### src/rtl/mult_pipe_param_pkg.sv
// Shared definitions for the parametrised pipelined multiplier: sizing
// helpers and the control word that travels beside the data in every stage.
package mult_pipe_pkg;

  // Widest tag any instance may carry; users slice the low TAG_W bits.
  localparam int TAG_MAX = 16;

  typedef struct packed {
    logic               valid;
    logic               neg;
    logic [TAG_MAX-1:0] tag;
  } stage_ctl_t;

  // Ceiling log2 for elaboration-time sizing (valid for 1..2^31).
  function automatic int clog2(input int value);
    int r;
    r = 0;
    for (int i = 0; i < 31; i++) begin
      if ((1 << i) < value) r = i + 1;
    end
    return r;
  endfunction

  // Register stages from acceptance to output: input reg, tree, output reg.
  function automatic int calc_lat(input int width);
    return clog2(width) + 2;
  endfunction

endpackage

### src/rtl/mult_pipe_param_if.sv
// Operand/result bundle of the multiplier.
// Handshake: a word moves on a rising edge where valid && ready are both 1.
// A producer holds its word stable while valid=1 and ready=0; ready may
// depend combinationally on the far side (in_ready follows out_ready).
interface mult_pipe_param_if #(
  parameter int WIDTH = 8,
  parameter int TAG_W = 4
);
  logic               in_valid;
  logic               in_ready;
  logic [WIDTH-1:0]   in_a;
  logic [WIDTH-1:0]   in_b;
  logic               in_signed;
  logic [TAG_W-1:0]   in_tag;
  logic               out_valid;
  logic               out_ready;
  logic [2*WIDTH-1:0] out_prod;
  logic [TAG_W-1:0]   out_tag;

  modport master (
    output in_valid, in_a, in_b, in_signed, in_tag, out_ready,
    input  in_ready, out_valid, out_prod, out_tag
  );

  modport slave (
    input  in_valid, in_a, in_b, in_signed, in_tag, out_ready,
    output in_ready, out_valid, out_prod, out_tag
  );
endinterface

### src/rtl/mult_pipe_param_add_lvl.sv
// One registered level of the partial-product adder tree: sums adjacent
// pairs of N_IN operands of W bits and forwards the control word.
module mult_pipe_add_lvl
  import mult_pipe_pkg::*;
#(
  parameter int N_IN = 8,
  parameter int W    = 16
) (
  input  logic                  clk,
  input  logic                  rst_n,
  input  logic                  en,
  input  logic [N_IN*W-1:0]     din,
  input  stage_ctl_t            ctl_in,
  output logic [(N_IN/2)*W-1:0] dout,
  output stage_ctl_t            ctl_out
);
  localparam int N_OUT = N_IN / 2;

  logic [N_OUT*W-1:0] sum;

  // Pairwise sums; magnitudes are bounded so W bits never overflow.
  always_comb begin
    sum = '0;
    for (int i = 0; i < N_OUT; i++) begin
      sum[i*W +: W] = din[2*i*W +: W] + din[(2*i+1)*W +: W];
    end
  end

  // Level register; holds (bubbles included) whenever the pipe is stalled.
  always_ff @(posedge clk or negedge rst_n) begin
    if (!rst_n) begin
      dout    <= '0;
      ctl_out <= '0;
    end else if (en) begin
      dout    <= sum;
      ctl_out <= ctl_in;
    end
  end
endmodule

### src/rtl/mult_pipe_param.sv
// Fully pipelined WIDTH x WIDTH multiplier, signed or unsigned per operation.
// Magnitudes are multiplied through a registered binary adder tree and the
// sign is reapplied at the output register. A stalled output freezes the
// whole pipe; in_ready is the only combinational path (from out_ready).
module mult_pipe_param
  import mult_pipe_pkg::*;
#(
  parameter int WIDTH = 8,
  parameter int TAG_W = 4
) (
  input logic         clk,
  input logic         rst_n,
  mult_pipe_param_if.slave bus
);
  localparam int LVL = clog2(WIDTH);
  localparam int DW  = 2 * WIDTH;

  logic             stall;
  logic             en;
  logic [WIDTH-1:0] abs_a;
  logic [WIDTH-1:0] abs_b;
  logic [WIDTH-1:0] s0_a;
  logic [WIDTH-1:0] s0_b;
  stage_ctl_t       s0_ctl;
  logic [WIDTH*DW-1:0] pp_flat;
  logic [DW-1:0]    final_sum;
  stage_ctl_t       final_ctl;

  assign stall        = bus.out_valid && !bus.out_ready;
  assign en           = !stall;
  assign bus.in_ready = en;

  // Operand magnitudes; the most negative value maps to 2^(WIDTH-1).
  always_comb begin
    abs_a = (bus.in_signed && bus.in_a[WIDTH-1]) ? (~bus.in_a + 1'b1) : bus.in_a;
    abs_b = (bus.in_signed && bus.in_b[WIDTH-1]) ? (~bus.in_b + 1'b1) : bus.in_b;
  end

  // Input register: captures on a transfer, loads a bubble otherwise.
  always_ff @(posedge clk or negedge rst_n) begin
    if (!rst_n) begin
      s0_a   <= '0;
      s0_b   <= '0;
      s0_ctl <= '0;
    end else if (en) begin
      if (bus.in_valid) begin
        s0_a       <= abs_a;
        s0_b       <= abs_b;
        s0_ctl.valid <= 1'b1;
        s0_ctl.neg <= bus.in_signed & (bus.in_a[WIDTH-1] ^ bus.in_b[WIDTH-1]);
        s0_ctl.tag <= TAG_MAX'(bus.in_tag);
      end else begin
        s0_ctl.valid <= 1'b0;
      end
    end
  end

  // Partial products of the magnitudes, one per multiplier bit.
  always_comb begin
    pp_flat = '0;
    for (int i = 0; i < WIDTH; i++) begin
      if (s0_b[i]) pp_flat[i*DW +: DW] = DW'(s0_a) << i;
    end
  end

  genvar l;
  generate
    for (l = 0; l < LVL; l++) begin : g_lvl
      localparam int N_IN = WIDTH >> l;
      logic [N_IN*DW-1:0]     din;
      logic [(N_IN/2)*DW-1:0] dout;
      stage_ctl_t             cin;
      stage_ctl_t             cout;
      if (l == 0) begin : g_first
        assign din = pp_flat;
        assign cin = s0_ctl;
      end else begin : g_next
        assign din = g_lvl[l-1].dout;
        assign cin = g_lvl[l-1].cout;
      end
      mult_pipe_add_lvl #(.N_IN(N_IN), .W(DW)) u_lvl (
        .clk     (clk),
        .rst_n   (rst_n),
        .en      (en),
        .din     (din),
        .ctl_in  (cin),
        .dout    (dout),
        .ctl_out (cout)
      );
    end
  endgenerate

  assign final_sum = g_lvl[LVL-1].dout;
  assign final_ctl = g_lvl[LVL-1].cout;

  // Output register: reapplies the sign, and stores zeros for a bubble.
  always_ff @(posedge clk or negedge rst_n) begin
    if (!rst_n) begin
      bus.out_valid <= 1'b0;
      bus.out_prod  <= '0;
      bus.out_tag   <= '0;
    end else if (en) begin
      bus.out_valid <= final_ctl.valid;
      bus.out_prod  <= final_ctl.valid ?
                       (final_ctl.neg ? (~final_sum + 1'b1) : final_sum) : '0;
      bus.out_tag   <= final_ctl.valid ? final_ctl.tag[TAG_W-1:0] : '0;
    end
  end
endmodule

### src/flat_wrapper.sv
// flat-port wrapper written by rule: the top's interface ports become plain ports
module mult_pipe_param_flat import mult_pipe_pkg::*;
#(
  parameter int WIDTH = 8,
  parameter int TAG_W = 4
)
  (clk, rst_n, bus_in_valid, bus_in_a, bus_in_b, bus_in_signed, bus_in_tag, bus_out_ready, bus_in_ready, bus_out_valid, bus_out_prod, bus_out_tag);
  mult_pipe_param_if #(.WIDTH(WIDTH), .TAG_W(TAG_W)) bus_i ();
  input logic clk;
  input logic rst_n;
  input wire logic [$bits(bus_i.in_valid)-1:0] bus_in_valid;
  input wire logic [$bits(bus_i.in_a)-1:0] bus_in_a;
  input wire logic [$bits(bus_i.in_b)-1:0] bus_in_b;
  input wire logic [$bits(bus_i.in_signed)-1:0] bus_in_signed;
  input wire logic [$bits(bus_i.in_tag)-1:0] bus_in_tag;
  input wire logic [$bits(bus_i.out_ready)-1:0] bus_out_ready;
  output wire logic [$bits(bus_i.in_ready)-1:0] bus_in_ready;
  output wire logic [$bits(bus_i.out_valid)-1:0] bus_out_valid;
  output wire logic [$bits(bus_i.out_prod)-1:0] bus_out_prod;
  output wire logic [$bits(bus_i.out_tag)-1:0] bus_out_tag;
  assign bus_i.in_valid = bus_in_valid;
  assign bus_i.in_a = bus_in_a;
  assign bus_i.in_b = bus_in_b;
  assign bus_i.in_signed = bus_in_signed;
  assign bus_i.in_tag = bus_in_tag;
  assign bus_i.out_ready = bus_out_ready;
  assign bus_in_ready = bus_i.in_ready;
  assign bus_out_valid = bus_i.out_valid;
  assign bus_out_prod = bus_i.out_prod;
  assign bus_out_tag = bus_i.out_tag;
  mult_pipe_param #(.WIDTH(WIDTH), .TAG_W(TAG_W)) u_core (.clk(clk), .rst_n(rst_n), .bus(bus_i));
endmodule
### config.mk
export PLATFORM = sky130hd
export DESIGN_NAME = mult_pipe_param_flat
export DESIGN_NICKNAME = d
export VERILOG_FILES = /design/src/rtl/mult_pipe_param_pkg.sv /design/src/rtl/mult_pipe_param_if.sv /design/src/rtl/mult_pipe_param_add_lvl.sv /design/src/rtl/mult_pipe_param.sv /design/src/flat_wrapper.sv
export SDC_FILE = /design/constraint.sdc
export NUM_CORES = 1
export LEC_CHECK = 0
export BUFFER_PORTS_ARGS = -buffer_cell sky130_fd_sc_hd__buf_2
export CAP_MARGIN = 20
export CORE_MARGIN = 10
export CORE_UTILIZATION = 59
export CTS_CLUSTER_DIAMETER = 50
export DETAILED_ROUTE_END_ITERATION = 7
export PLACE_DENSITY = 0.73
export SYNTH_ARGS = -nofsm -noshare
export SYNTH_HDL_FRONTEND = slang
export SYNTH_HIERARCHICAL = 1
export SYNTH_SLANG_ARGS = --single-unit
### constraint.sdc
create_clock -name clk -period 6.6 [get_ports clk]
set_input_delay 0.66 -clock clk [delete_from_list [all_inputs] [get_ports clk]]
set_output_delay 0.66 -clock clk [all_outputs]
set_load 0.1 [all_outputs]
* After elaboration in Yosys (flattened, before gate mapping) *
Index checks and enable logic that the tools add are counted.

word-level totals
  register bits = 173
  input port bits = 25
  output and inout port bits = 22

operators by class
  multiplexer cells = 14
  bitwise gates (word level) = 6
  reductions and logical operators = 6
  $add $sub $neg = 10

operator list
  kind                                                              number
  16-bit adder                                                      6
  16-bit two-way mux                                                2
  8-bit two-way mux                                                 3
  16-bit by 1-bit adder with 16-bit output (second input constant)  1
  8-bit by 1-bit adder with 8-bit output (second input constant)    2
  16-bit NOT                                                        1
  8-bit NOT                                                         2
  15-bit two-way mux                                                1
  14-bit two-way mux                                                1
  13-bit two-way mux                                                1
  12-bit two-way mux                                                1
  11-bit two-way mux                                                1
  8-bit by 9-bit adder with 10-bit output                           1
  10-bit two-way mux                                                1
  9-bit two-way mux                                                 1
  4-bit two-way mux                                                 1
  1-bit logical AND                                                 3
  1-bit zero test                                                   2
  2-bit AND reduction                                               1
  1-bit AND                                                         1
  1-bit two-way mux                                                 1
  1-bit NOT                                                         1
  1-bit bitwise XOR                                                 1

* Logic depth before layout (Yosys ltp) *
Gate-level depths: netlist (run 1).

  depth after elaboration = 4
  mapped depth = 10
  depth with buffers taken out = 10

* Cells and area by module *
Netlist (run 1), hierarchy kept.

by module, submodules not included
  module                                      instances  area each (um2)  seq. area each (um2)  cells each
  mult_pipe_add_lvl at u_core.g_lvl[0].u_lvl  1          5720.5           2052.0                538
  mult_pipe_add_lvl at u_core.g_lvl[1].u_lvl  1          3335.7           1251.2                316
  mult_pipe_param                             1          2635.0           1076.0                306
  mult_pipe_add_lvl at u_core.g_lvl[2].u_lvl  1          2067.0           850.8                 189

* Worst setup path after synthesis (run 1) *
OpenSTA, ideal clock, no wires.

  kind = reg-to-reg
  start = register u_core.bus.out_valid
  end = register, netlist name u_core/g_lvl[1].u_lvl/ctl_out[10]
  required time = 6.475 ns
  arrival time = 3.492 ns
  path buffers = 4
  cell stages (with the launch flop) = 8
  period minus slack after synthesis = 3.616 ns
  path slack = 2.984 ns
  path through = dfrtp_1 -> nor2b_1 -> buf_2 -> inv_1 -> clkbuf_1 -> clkbuf_1 -> buf_1 -> mux2_2

RTL lines
  item                    RTL line                  RTL
  start, declared         mult_pipe_param_if.sv:27  output in_ready, out_valid, out_prod, out_tag
  start signal, assigned  mult_pipe_param.sv:103    bus.out_valid <= final_ctl.valid;

* Worst setup path in the final report (run 1) *
  start = register u_core.bus.out_valid
  end = register u_core.g_lvl[1].u_lvl.dout[29]

on the way
  cells in the longest elaborated chain, start to end = 1

RTL lines
  item                  RTL line                       RTL
  1-bit logical AND     mult_pipe_param.sv:29          assign stall = bus.out_valid && !bus.out_ready;
  end signal, assigned  mult_pipe_param_add_lvl.sv:35  dout <= sum;
  end, declared         mult_pipe_param_add_lvl.sv:14  output logic [(N_IN/2)*W-1:0] dout,

No other way between the ends.
A chain may end at the register's enable or synchronous reset.

==> results of run 1 <==
-- power by group through the flow --
| stage | combinational [W] | sequential [W] | clock [W] |
|---|---|---|---|
| 6_report | 0.00388 | 0.00197 | 0.00103 |
| 4_1_cts | 0.00384 | 0.00197 | 0.00105 |
| 3_5_place_dp | 0.00380 | 0.00199 | 0 |
| 5_1_grt | 0.00428 | 0.00203 | 0.00111 |
| 3_3_place_gp | 0.00372 | 0.00197 | 0 |
| 2_1_floorplan | 0.00287 | 0.00216 | 0 |
-- metrics by stage --
step	worst slack (ns)	std cells	total power (W)	instance area, um^2
after global placement	3.058	1621	0.005695	13110
final	3.386	1654	0.006880	13760
after CTS	3.374	1653	0.006863	13740
after global routing	3.054	1654	0.007424	13760
after floorplan	3.027	1346	0.005031	12710
after detailed placement	2.982	1621	0.005788	13110
-- critical path, delay by kind of cell, from the launching register on --
| kind | cells | cell delay (ns) |
|---|---|---|
| and+or+nand+nor | 2 | 1.01 |
| AOI/OAI and AO/OA | 2 | 0.44 |
| buffers and inverters | 3 | 1.25 |
| DFF | 1 | 0.34 |
-- layout make-up --
cell class | count | share of cell area (%)
multi-input combinational | 1096 | 58.62
sequential | 173 | 31.46
clock buffer | 17 | 3.092
tap | 275 | 2.501
timing repair buffer | 50 | 1.991
clock inverter | 15 | 1.537
inverter | 28 | 0.8002
-- metal layers --
metal  up-vias  share of wire, %  routed length [um]
met1      4550                46               12130
met4         0               2.3                 621
li1       4783                 -                   -
met5         -                 0                   0
met3        38               3.9                1026
met2       186                48               12660
-- state kept, by name (all words and copies together) (netlist names) --
name	flops
u_core/bus.out_prod	16
u_core/bus.out_tag	4
u_core/bus.out_valid	1
u_core/g_lvl.cin	6
u_core/g_lvl.u_lvl/ctl_out	18
u_core/g_lvl.u_lvl/dout	112
u_core/s0_a	8
u_core/s0_b	8
-- path summary, 6_finish.rpt --
check,startpoint,depth (start not counted),to
max,u_core/bus.out_valid,7,u_core/g_lvl[1].u_lvl/dout[29]
min,rst_n,1,u_core/g_lvl[2].u_lvl/dout[11]
max reg2reg,u_core/bus.out_valid,7,u_core/g_lvl[1].u_lvl/dout[29]
min reg2reg,u_core/bus.out_tag[0],2,u_core/bus.out_tag[0]
max in group asynchronous,rst_n,2,u_core/bus.out_prod[13]
min in group clk,bus_in_tag[2],2,u_core/g_lvl[0].cin[2]
==> run summary, run 1 <==
Finish
• **most frequent cells in the layout** 173 x dfrtp_1, 108 x ha_1, 102 x mux2_2
• **combined flip-flop and latch cell area** 4329 um^2
• **area of combinational cells with multiple inputs** 8065 um^2
• **final design utilization** 65.87%
• **Nets** 1,506
• **growth of design area from synthesis to finish** 10.50%
• **fillers** 1,734
• **share of cells above drive strength 1** 16.03%
• **number of inserted diodes** 0
• **commonest non-fill, non-tap cell in the layout** dfrtp_1

Pwr
• **static power due to leakage** 6.523 nW
• **relative contribution of the clock network to total power** 15.0%
• **Internal** 0.003728 W
• **sequential group share of total power** 28.6%
• **share of power burned in combinational logic** 56.4%
• **proportion of total power due to net switching** 45.82%
• **power density over the cells** 500.0 nW/um^2
• **Max IR drop VDD** 198.6 uV
• **Psw** 0.003153 W

Route
• **antenna viol nets, final** 0
• **router iterations before antenna repair** 5
• **post-route DRC violation count** 0
• **detailed-route wire length per cell** 15.98 um
• **Iteration-0 DRC Markers** 561
• **Final Routed Wirelength** 26.44 mm
• **average via count per standard cell** 5.778
• **total number of vias** 9,557

Clock tree
• **buffer cell driving the clock tree root** clkbuf_16
• **# hold bufs at CTS** 0
• **worst-case clock buffer depth** 2
• **clock slew seen by the registers of the worst setup and hold paths** 0.08 ns
• **count of H-tree levels built during CTS** 4
• **postcts setup bufs** 0
• **clock tree from TritonCTS** done
• **TritonCTS Buffers** 17
• **clock latency at the later pin of the worst-skew pair** 0.44 ns
• **# resized after CTS** 0
• **Num Clock Sinks** 173

STA
• **transition time at the pin with the least slew margin** 1.033 ns
• **Slew Viols, Final** 0
• **Post-Route Skew** 0.01518 ns
• **final-report hold violation count** 0
• **final count of negative-setup-slack endpoints** 0
• **time the worst path needs with I/O delays and setup** 3.214 ns
• **RSZ-0062 raised after global routing** false
• **TNS Setup** 0 ns
• **highest clock rate** 311.1 MHz
• **fin crit share** 48.70%
• **worst slew margin relative to its limit** 30.81%
• **worst hold margin** 0.3157 ns

Run
• **# Max-Cap Violations** 0

Floorplanning
• **Std-Cell Core Area** 20,890 um^2
• **I/O pins** 47
• **overall die width** 165.3 um
• **area enclosed by the die boundary** 27,320 um^2
• **effective utilization at floorplan** 59.61%
• **die height** 165.3 um
• **site row count** 53

Logic synthesis
• **post-synthesis instance area** 12,450 um^2
• **gate count after technology mapping** 1,277
• **Syn Area/Cell** 9.751 um^2
• **total number of yosys warnings** 6

Global route
• **Total Routing Usage GR** 19.87%
• **via count of the first global-routing pass** 9,202
• **global routing usage on met1** 25.78%
• **total gr overflow** 0
• **first-pass GRT wire length** 44.48 mm
• **antenna violations before repair** 0
• **pin count of the biggest net entering global routing** 100
• **global-route layer with the greatest usage** met2
• **met2 global-route usage** 33.10%
• **global routing usage on met3** 2.876%

Critical path
• **sort of element at the start of the critical path** flip-flop
• **critical path required time** 6.91 ns
• **Setup crit end kind** flip-flop
• **most prevalent standard cell on the critical path** buf_4
• **class of the most critical setup path** flip-flop to flip-flop
• **setup slack on the worst flop-to-flop path** 3.39 ns
• **Max FO, Critical Path** 69
• **slowest cell on the critical path** nor2b_2
• **delay contributed by the slowest stage of the critical path** 0.83 ns
• **cells along the critical path** nor2b_2, inv_6, buf_4, buf_4, nand3_1, a21oi_1, a2111o_1
• **worst path arrival time** 3.53 ns

Min path
• **Hold/Removal Path Class** input pin to async pin

Placement
• **count of buffers inserted at the top-level ports** 46
• **HPWL Detailed** 19.73 mm
• **final estimated routing congestion in global placement** 0.8811

Status
• **outcome** finished, final reports clean

(Power assumes the default switching activity.)
==> run 2, diff against run 1 <==
==> constraint.sdc (replaced) <==
create_clock -name clk -period 3.3 [get_ports clk]
set_input_delay 0.33 -clock clk [delete_from_list [all_inputs] [get_ports clk]]
set_output_delay 0.33 -clock clk [all_outputs]
set_load 0.1 [all_outputs]
==> run 2 against run 1 <==
Non-clock buffer count grew 3; setup slack lost 2.7 ns; combinational power grew 99%; final area grew 0.31%; critical endpoint is now u_core/g_lvl[0].u_lvl/dout[8]; count of clock-buffer cells in the layout is the same; fmax grew 25%.
==> run summary, run 2 (same netlist as run 1, synthesis figures left out) <==
Placement
• **final estimated routing congestion in global placement** 0.8853, +0.48%
• **Setup Slack @ Placement** 0.7510 ns, -2.231 ns
• **count of buffers inserted at the top-level ports** 46, unchanged
• **HPWL Detailed** 20.03 mm, +1.5%
• **placement-stage cell area** 13,160 um^2, +0.36%

STA
• **Worst Setup Slack, final** 0.7263 ns, -2.660 ns
• **TNS Setup** 0 ns, unchanged
• **time the worst path needs with I/O delays and setup** 2.574 ns, -0.6404 ns
• **worst slew margin relative to its limit** 58.95%, +28 points
• **Slew Viols, Final** 0, unchanged
• **final-report hold violation count** 0, unchanged
• **transition time at the pin with the least slew margin** 0.6107 ns, -0.4225 ns
• **Post-Route Skew** 0.01838 ns, +0.003201 ns
• **RSZ-0062 raised after global routing** false
• **fin crit share** 77.99%, +29 points
• **final count of negative-setup-slack endpoints** 0, unchanged
• **highest clock rate** 388.6 MHz, +25%

Finish
• **final design utilization** 66.07%, +0.20 points
• **Nets** 1,509, +0.20%
• **largest registers** u_core/g_lvl.u_lvl/dout (112), u_core/g_lvl.u_lvl/ctl_out (18), u_core/bus.out_prod (16)
• **finished layout cell area** 13,800 um^2, +0.31%
• **most frequent cells in the layout** 173 x dfrtp_1, 108 x ha_1, 102 x mux2_2
• **commonest non-fill, non-tap cell in the layout** dfrtp_1
• **fillers** 1,715, -1.1%
• **share of cells above drive strength 1** 16.14%, +0.11 points
• **Largest register FFs** 112, unchanged
• **Top reg by flops** u_core/g_lvl.u_lvl/dout
• **number of inserted diodes** 0, unchanged
• **growth of design area from synthesis to finish** 10.84%

Route
• **Iteration-0 DRC Markers** 514, -8.4%
• **Final Routed Wirelength** 26.44 mm, about the same
• **antenna viol nets, final** 0, unchanged
• **router iterations before antenna repair** 5, unchanged
• **average via count per standard cell** 5.800, +0.37%
• **total number of vias** 9,610, +0.55%
• **detailed-route wire length per cell** 15.96 um, -0.16%
• **post-route DRC violation count** 0, unchanged

Critical path
• **setup slack on the worst flop-to-flop path** 0.73 ns, -2.66 ns
• **Max FO, Critical Path** 9, -87%
• **class of the most critical setup path** flip-flop to flip-flop
• **Setup crit end kind** flip-flop
• **worst path arrival time** 2.90 ns, -0.63 ns
• **worst r2r path cells** 9, +2
• **origin of the critical flop-to-flop path** u_core/s0_a[1]
• **sort of element at the start of the critical path** flip-flop
• **critical path required time** 3.62 ns, -3.29 ns
• **worst reg2reg path endpoint** u_core/g_lvl[0].u_lvl/dout[8]

Clock tree
• **worst-case clock buffer depth** 2, unchanged
• **clock slew seen by the registers of the worst setup and hold paths** 0.08 ns, about the same
• **count of H-tree levels built during CTS** 4, unchanged
• **clock latency at the later pin of the worst-skew pair** 0.44 ns, about the same
• **TritonCTS Buffers** 17, unchanged
• **clock tree from TritonCTS** done
• **postcts setup bufs** 0, unchanged
• **Num Clock Sinks** 173, unchanged
• **buffer cell driving the clock tree root** clkbuf_16

Global route
• **pin count of the biggest net entering global routing** 80, -20%
• **antenna violations before repair** 0, unchanged
• **Total Routing Usage GR** 19.76%, -0.12 points
• **total gr overflow** 0, unchanged
• **via count of the first global-routing pass** 9,119, -0.90%
• **first-pass GRT wire length** 44.28 mm, -0.45%

Min path
• **hold_sp** bus_in_tag[0]
• **Hold/Removal Path Class** input pin to flip-flop
• **worst hold endpoint** u_core/g_lvl[0].cin[0]
• **number of cells traversed by the worst hold path** 2

Pwr
• **power density over the cells** 995.7 nW/um^2, +99%
• **Max IR drop VDD** 429.2 uV, +120%
• **static power due to leakage** 6.544 nW, +0.32%
• **post-route total power** 0.01374 W, +100%

Floorplanning
• **site row count** 53, unchanged
• **I/O pins** 47, unchanged
• **overall die width** 165.3 um, unchanged
• **die height** 165.3 um, unchanged
• **Std-Cell Core Area** 20,890 um^2, unchanged
• **effective utilization at floorplan** 59.61%, unchanged
• **area enclosed by the die boundary** 27,320 um^2, unchanged

Run
• **# Max-Cap Violations** 0, unchanged

Status
• **outcome** finished, final reports clean

-- run 2: final cells by class --
cell class	instances	area, um^2	area share, %
tap	275	344.1	2.493
clock inverter	15	211.5	1.532
inverter	28	110.1	0.7978
multi-input combinational	1096	8065	58.44
timing repair buffer	53	316.6	2.294
sequential	173	4329	31.37
clock buffer	17	425.4	3.082
-- run 2: worst max-delay path by stage --
| stage | slack, ns | cells past startpoint | from | endpoint |
|---|---|---|---|---|
| 5_1_grt | 0.60 | 9 | u_core/s0_a[1] | u_core/g_lvl[0].u_lvl/dout[8] |
| 2_1_floorplan | 0.31 | 7 | u_core/bus.out_valid | u_core/g_lvl[0].u_lvl/dout[10] |
| 4_1_cts | 0.73 | 9 | u_core/s0_a[1] | u_core/g_lvl[0].u_lvl/dout[8] |
| 3_5_place_dp | 0.75 | 9 | u_core/s0_a[1] | u_core/g_lvl[0].u_lvl/dout[8] |
| 3_3_place_gp | 0.80 | 9 | u_core/s0_a[1] | u_core/g_lvl[0].u_lvl/dout[8] |
| 6_report | 0.73 | 9 | u_core/s0_a[1] | u_core/g_lvl[0].u_lvl/dout[8] |
-- run 2: metal layers --
metal | up-vias | wire, um | track usage (%)
li1 | 4783 | - | -
met1 | 4602 | 12370 | 26.33
met4 | 0 | 615 | 6.361
met5 | - | 0 | 0
met3 | 38 | 966 | 3.074
met2 | 187 | 12490 | 32.26
-- run 2: report_power, final --
| part | switching, W | internal [W] | total (W) |
|---|---|---|---|
| Combinational | 0.00439 | 0.00333 | 0.00772 |
| Sequential | 0.000871 | 0.00309 | 0.00396 |
| Clock | 0.00102 | 0.00104 | 0.00206 |
| Total | 0.00628 | 0.00746 | 0.0137 |
-- run 2: timing repair --
action                    in CTS  in global routing
hold buffers                   1                  0
gates resized for setup        0                  0
hold endpoints to repair      56                  0
-- run 2: critical path, cell delays in order (launching register included) --
cell and delay, ns:
dfrtp_1 0.48, and2_1 0.24, fa_1 0.46, a21o_1 0.22, a31o_2 0.24, a21oi_1 0.20, o21bai_1 0.09, a21oi_1 0.18
xnor2_1 0.08, mux2_2 0.26
-- run 2: metrics by stage --
step,hold slack (ns),instances
global placement,0.3399,1624
finish,0.1222,1657
CTS,0.1097,1657
global route,0.1274,1657
floorplan,0.03441,1346
detailed placement,0.3446,1624
